<file path="config.mk">
export PLATFORM = sky130hd
export DESIGN_NAME = clkdiv_multi
export DESIGN_NICKNAME = d
export VERILOG_FILES = /design/src/rtl/clkdiv_multi.sv
export SDC_FILE = /design/constraint.sdc
export NUM_CORES = 1
export LEC_CHECK = 0
export ABC_CLOCK_PERIOD_IN_PS = 3200
export CAP_MARGIN = 20
export CORE_UTILIZATION = 65
export DETAILED_ROUTE_END_ITERATION = 16
export DONT_BUFFER_PORTS = 1
export GPL_TIMING_DRIVEN = 0
export PLACE_DENSITY = 0.8
export REMOVE_ABC_BUFFERS = 1
export SLEW_MARGIN = 10
export SYNTH_ARGS = -nofsm -noshare
export SYNTH_HDL_FRONTEND = slang
export SYNTH_SLANG_ARGS = --single-unit
</file>
<file path="constraint.sdc">
create_clock -name clk -period 3.2 [get_ports clk]
set_clock_uncertainty 0.2 [all_clocks]
set_input_delay 0.64 -clock clk [delete_from_list [all_inputs] [get_ports clk]]
set_output_delay 0.64 -clock clk [all_outputs]
set_load 0.01 [all_outputs]
</file>
<file path="src/rtl/clkdiv_multi.sv">
// rtl/clkdiv_multi.sv - multi-channel programmable tick / square-wave divider
// Optional macro CLKDIV_SYNC_EN adds a global sync input that phase-aligns all channels.
module clkdiv_multi #(
  parameter int NCH     = 4,
  parameter int CNT_W   = 22,
  parameter int DEF_DIV = 1000000
) (
  input  logic             clk,
  input  logic             rst_n,
`ifdef CLKDIV_SYNC_EN
  input  logic             sync,
`endif
  input  logic [NCH-1:0]   en,
  input  logic             div_wr,
  input  logic [3:0]       div_sel,
  input  logic [CNT_W-1:0] div_val,
  output logic [NCH-1:0]   tick,
  output logic [NCH-1:0]   sq,
  output logic [CNT_W-1:0] cnt_dbg
);

  logic [CNT_W-1:0] cnt [NCH];
  logic [CNT_W-1:0] div [NCH];
  logic [NCH-1:0]   wr_hit;

  // Selects >= NCH match no channel, so such writes fall through harmlessly.
  always_comb begin
    wr_hit = '0;
    for (int i = 0; i < NCH; i++) begin
      wr_hit[i] = div_wr && (div_sel == 4'(i));
    end
  end

  always_comb begin
    cnt_dbg = '0;
    for (int i = 0; i < NCH; i++) begin
      if (div_sel == 4'(i)) cnt_dbg = cnt[i];
    end
  end

  always_ff @(posedge clk or negedge rst_n) begin
    if (!rst_n) begin
      for (int i = 0; i < NCH; i++) begin
        cnt[i] <= '0;
        div[i] <= CNT_W'(DEF_DIV);
      end
      tick <= '0;
      sq   <= '0;
    end else begin
      for (int i = 0; i < NCH; i++) begin
`ifdef CLKDIV_SYNC_EN
        if (sync) begin
          if (wr_hit[i]) div[i] <= div_val;
          cnt[i]  <= '0;
          tick[i] <= 1'b0;
          sq[i]   <= 1'b0;
        end else
`endif
        if (wr_hit[i]) begin
          div[i]  <= div_val;
          cnt[i]  <= '0;
          tick[i] <= 1'b0;
        end else if (!en[i]) begin
          tick[i] <= 1'b0;
        end else if (cnt[i] >= div[i]) begin
          // >= so a counter left above a freshly shrunk divisor terminates at once.
          cnt[i]  <= '0;
          tick[i] <= 1'b1;
          sq[i]   <= ~sq[i];
        end else begin
          cnt[i]  <= cnt[i] + CNT_W'(1);
          tick[i] <= 1'b0;
        end
      end
    end
  end

endmodule
</file>
==> flow_metrics.env <==
export IMPL_status="finished, violations left"
export IMPL_violations="negative hold slack"
export IMPL_comb_power_share=0.169
export IMPL_ios=63
export IMPL_clk_pin_slew_ns=0.07
export IMPL_worstReg2RegStart="div[39]"
export IMPL_synthCells=1216
export IMPL_antenna_found_initial=0
export IMPL_fin_util=0.717
export IMPL_final_max_slew_viol_count=0
export IMPL_fp_row_count=47
export IMPL_final_antenna_net_count=0
export IMPL_power_switching_mw=1.81
export IMPL_timing_fmax_ghz=0.324
export IMPL_die_w_um=132
export IMPL_crit_fanout=14
export IMPL_fin_nets=1318
export IMPL_vias=8974
export IMPL_synth_async_reset_ratio=1.00
export IMPL_r2r_end="cnt[38]"
export IMPL_yosysSeqAreaShare=0.420
export IMPL_cp_data_required_time_ns=3.31
export IMPL_crit_family="compound AO/OA/AOI/OAI gates"
export IMPL_clock_latency_ns=0.44
export IMPL_syn_area_mm2=0.0110
export IMPL_fp_coreArea_mm2=0.0166
export IMPL_first_pass_iters=7
export IMPL_globalRoute_totalOverflow=0
export IMPL_pwr_share_seq=0.464
export IMPL_synth_ff_type="dfrtp_1"
export IMPL_start_util=0.666
export IMPL_rrSetupSlack_ns=0.12
export IMPL_avgSynthCellArea_um2=9.08
export IMPL_drc=0
export IMPL_crit_chain="inv_1 > ha_1 > nand4_1 > nor4_2 > o211ai_1 > o211ai_2 > nor2_2 > buf_4 > a21oi_1 > mux2i_1"
export IMPL_syn_to_final_growth_pct=7.62
export IMPL_switching_share=0.283
export IMPL_place_area_mm2=0.0112
export IMPL_power_total_mw=6.39
export IMPL_synth_edf_count=0
export IMPL_critPathSlowestCell="dfstp_2"
export IMPL_max_slew_worst_pin_slew_ns=1.05
export IMPL_dp_cells=1394
export IMPL_fp_dieH_um=132
export IMPL_grt_pass1_vias=8686
export IMPL_rsz0062_at_grt="no"
export IMPL_cts_made_buffers=17
export IMPL_whs_ns=-0.300
export IMPL_drive_gt1_frac=0.100
export IMPL_cap_violations=0
export IMPL_crit_type="flop to flop"
export IMPL_cts_path_max_buffers=2
export IMPL_end_kind="flop"
export IMPL_finish_instance_area_mm2=0.0119
export IMPL_cts_tree="built"
export IMPL_vdd_ir_drop_max_mv=0.385
export IMPL_clock_sinks=184
export IMPL_power_density_mw_per_mm2=538
export IMPL_hold_violations=184
export IMPL_gp_routability_congestion=0.886
export IMPL_cts_root_buf="clkbuf_16"
export IMPL_ys_seq_elements=184
export IMPL_io_buffers=0
export IMPL_timing_final_ws_setup_ns=0.118
export IMPL_critical_path_buf_inv_count=2
export IMPL_p_int_mw=4.58
export IMPL_critical_path_max_stage_delay_ns=0.52
export IMPL_grt_max_degree=185
export IMPL_pwr_share_clk=0.366
export IMPL_min_period_ns=3.08
export IMPL_wl_um=27200
export IMPL_yosys_warnings=0
export IMPL_post_dp_hpwl_um=19500
export IMPL_slew_headroom=0.298
export IMPL_fin_crit_sh=0.963
export IMPL_initialDrtViolationCount=697
export IMPL_crit_arrival_ns=3.20
export IMPL_hp_class="input pin to async pin"
export IMPL_startpoint_type="flop"
export IMPL_yosysUniqueCellTypes=57
export IMPL_place_ws_ns=-0.228
export IMPL_wl_per_cell_um=19.1
export IMPL_n_antenna_cell=0
export IMPL_h_tree_depth=4
export IMPL_cellLeakagePower_nw=5.43
export IMPL_die_area_mm2=0.0175
export IMPL_grt_usage=0.327
export IMPL_ff2ff_path_depth=10
export IMPL_vias_per_cell=6.29
export IMPL_setup_viol=0
export IMPL_grt_pass1_wl_um=44300
export IMPL_fin_cells=1426
## worst register-to-register path, delay by kind of cell (launching register included)
family / cells / cell delay (ns)
flip-flops: 1 / 0.52
buffers and inverters: 2 / 0.28
AND/OR/NAND/NOR: 3 / 0.73
adder cells (fa/ha/maj): 1 / 0.33
AO/OA/AOI/OAI: 3 / 0.80
multiplexers: 1 / 0.11
## cell usage after synthesis (all sizes together), types with 2 or more instances
| library cell | number | share of area |
|---|---|---|
| a21o | 7 | 0.0048 |
| a31oi | 13 | 0.0079 |
| nand4b | 3 | 0.0024 |
| nor3 | 32 | 0.016 |
| nor3b | 3 | 0.0020 |
| a211oi | 3 | 0.0025 |
| mux2i | 15 | 0.014 |
| and3 | 35 | 0.020 |
| or2 | 2 | 0.0011 |
| nand2b | 7 | 0.0040 |
| nor2 | 62 | 0.022 |
| o211ai | 4 | 0.0032 |
| a211o | 2 | 0.0016 |
| a221oi | 3 | 0.0029 |
| nand2 | 164 | 0.056 |
| a21oi | 64 | 0.029 |
| nor2b | 7 | 0.0040 |
| dfrtp | 156 | 0.35 |
| nand3 | 65 | 0.029 |
| inv | 97 | 0.033 |
| a22o | 2 | 0.0016 |
| ha | 92 | 0.10 |
| dfstp | 28 | 0.067 |
| buf | 18 | 0.0087 |
| o31ai | 2 | 0.0014 |
| xor2 | 14 | 0.011 |
| clkbuf | 34 | 0.012 |
| a22oi | 2 | 0.0014 |
| nand4 | 20 | 0.011 |
| and4 | 8 | 0.0063 |
| nor4 | 27 | 0.020 |
| o21ai | 149 | 0.068 |
| xnor2 | 6 | 0.0048 |
| mux4 | 22 | 0.045 |
| and2 | 27 | 0.015 |
| or3 | 13 | 0.0074 |
## sequential cells by signal, summed over array words and instances (netlist names)
name,count
cnt,88
div,88
sq,4
tick,4
## kinds of logic (layout without fill, tap and decap cells)
kind of cell	count (synthesis)	after routing	share of synthesized area
simple gates	477	477	0.219
buf+inv	149	139	0.0532
fa+ha+maj	92	92	0.104
flops	184	184	0.420
xor+xnor	20	20	0.0159
compound gates	256	256	0.128
mux	38	38	0.0595
## stage by stage
stage	hold slack (ns)	TNS, ns
2_1_floorplan	0.144	-112.92
3_3_place_gp	0.149	-260.88
3_5_place_dp	0.149	-0.551
4_1_cts	-0.307	0
5_1_grt	-0.310	0
6_report	-0.300	0
## worst max-delay path by stage
stage / start / end / slack, ns / depth (start not counted)
finish: div[39] / cnt[38] / 0.12 / 10
global route: div[19] / sq[3] / 0.007 / 9
CTS: div[39] / cnt[38] / 0.04 / 10
detailed placement: div[19] / sq[3] / -0.23 / 9
global placement: div_sel[3] / div[56] / -4.81 / 4
floorplan: div_sel[3] / cnt[46] / -2.56 / 4
## per-layer routing
layer / GRT usage / share of wire / vias up
li1: - / - / 4251
met1: 0.445 / 0.42 / 4349
met2: 0.525 / 0.47 / 306
met3: 0.0484 / 0.065 / 68
met4: 0.140 / 0.037 / 0
met5: 0 / 0 / -
## layout make-up
type,instances,area [um2]
multi-input combinational,883,5850
fill,1215,4690
sequential,184,4640
clock buffer,17,425
inverter,97,364
tap,220,275
clock inverter,15,225
timing repair buffer,10,106
## repair_timing
action	4_1_cts	5_1_grt
buffers inserted	0	0
resized for setup	1	4
pin swaps	0	0
endpoints found under the hold margin	184	184
endpoints found under the setup margin	2	19
## power by group through the flow
stage	Combinational (mW)	Sequential (mW)	Clock (mW)
floorplan	0.826	2.92	0
global placement	0.975	2.98	0
detailed placement	1.05	3.00	0
CTS	1.08	2.96	2.35
global route	1.26	3.00	2.43
finish	1.08	2.97	2.34
## placed cells by master, fill, tap and decap left out, types with 3 or more instances in the layout
| master | instances |
|---|---|
| nor3_1 | 29 |
| bufinv_16 | 5 |
| nor4_1 | 17 |
| nand4b_1 | 3 |
| buf_4 | 6 |
| xnor2_1 | 6 |
| a31oi_1 | 12 |
| nand2_1 | 164 |
| and4_1 | 7 |
| nand2b_1 | 7 |
| mux4_2 | 22 |
| nor4_2 | 10 |
| nor2_2 | 3 |
| nand3_1 | 65 |
| and2_1 | 27 |
| nor2_1 | 58 |
| o211ai_1 | 3 |
| dfstp_2 | 28 |
| a21o_1 | 7 |
| inv_1 | 97 |
| a21oi_1 | 63 |
| nand4_1 | 20 |
| clkbuf_16 | 17 |
| o21ai_0 | 146 |
| nor2b_1 | 7 |
| and3_1 | 35 |
| ha_1 | 92 |
| xor2_1 | 14 |
| dfrtp_1 | 156 |
| clkinvlp_4 | 4 |
| mux2i_1 | 15 |
| or3_1 | 13 |
Note: power is estimated with default switching activity, not from simulation.
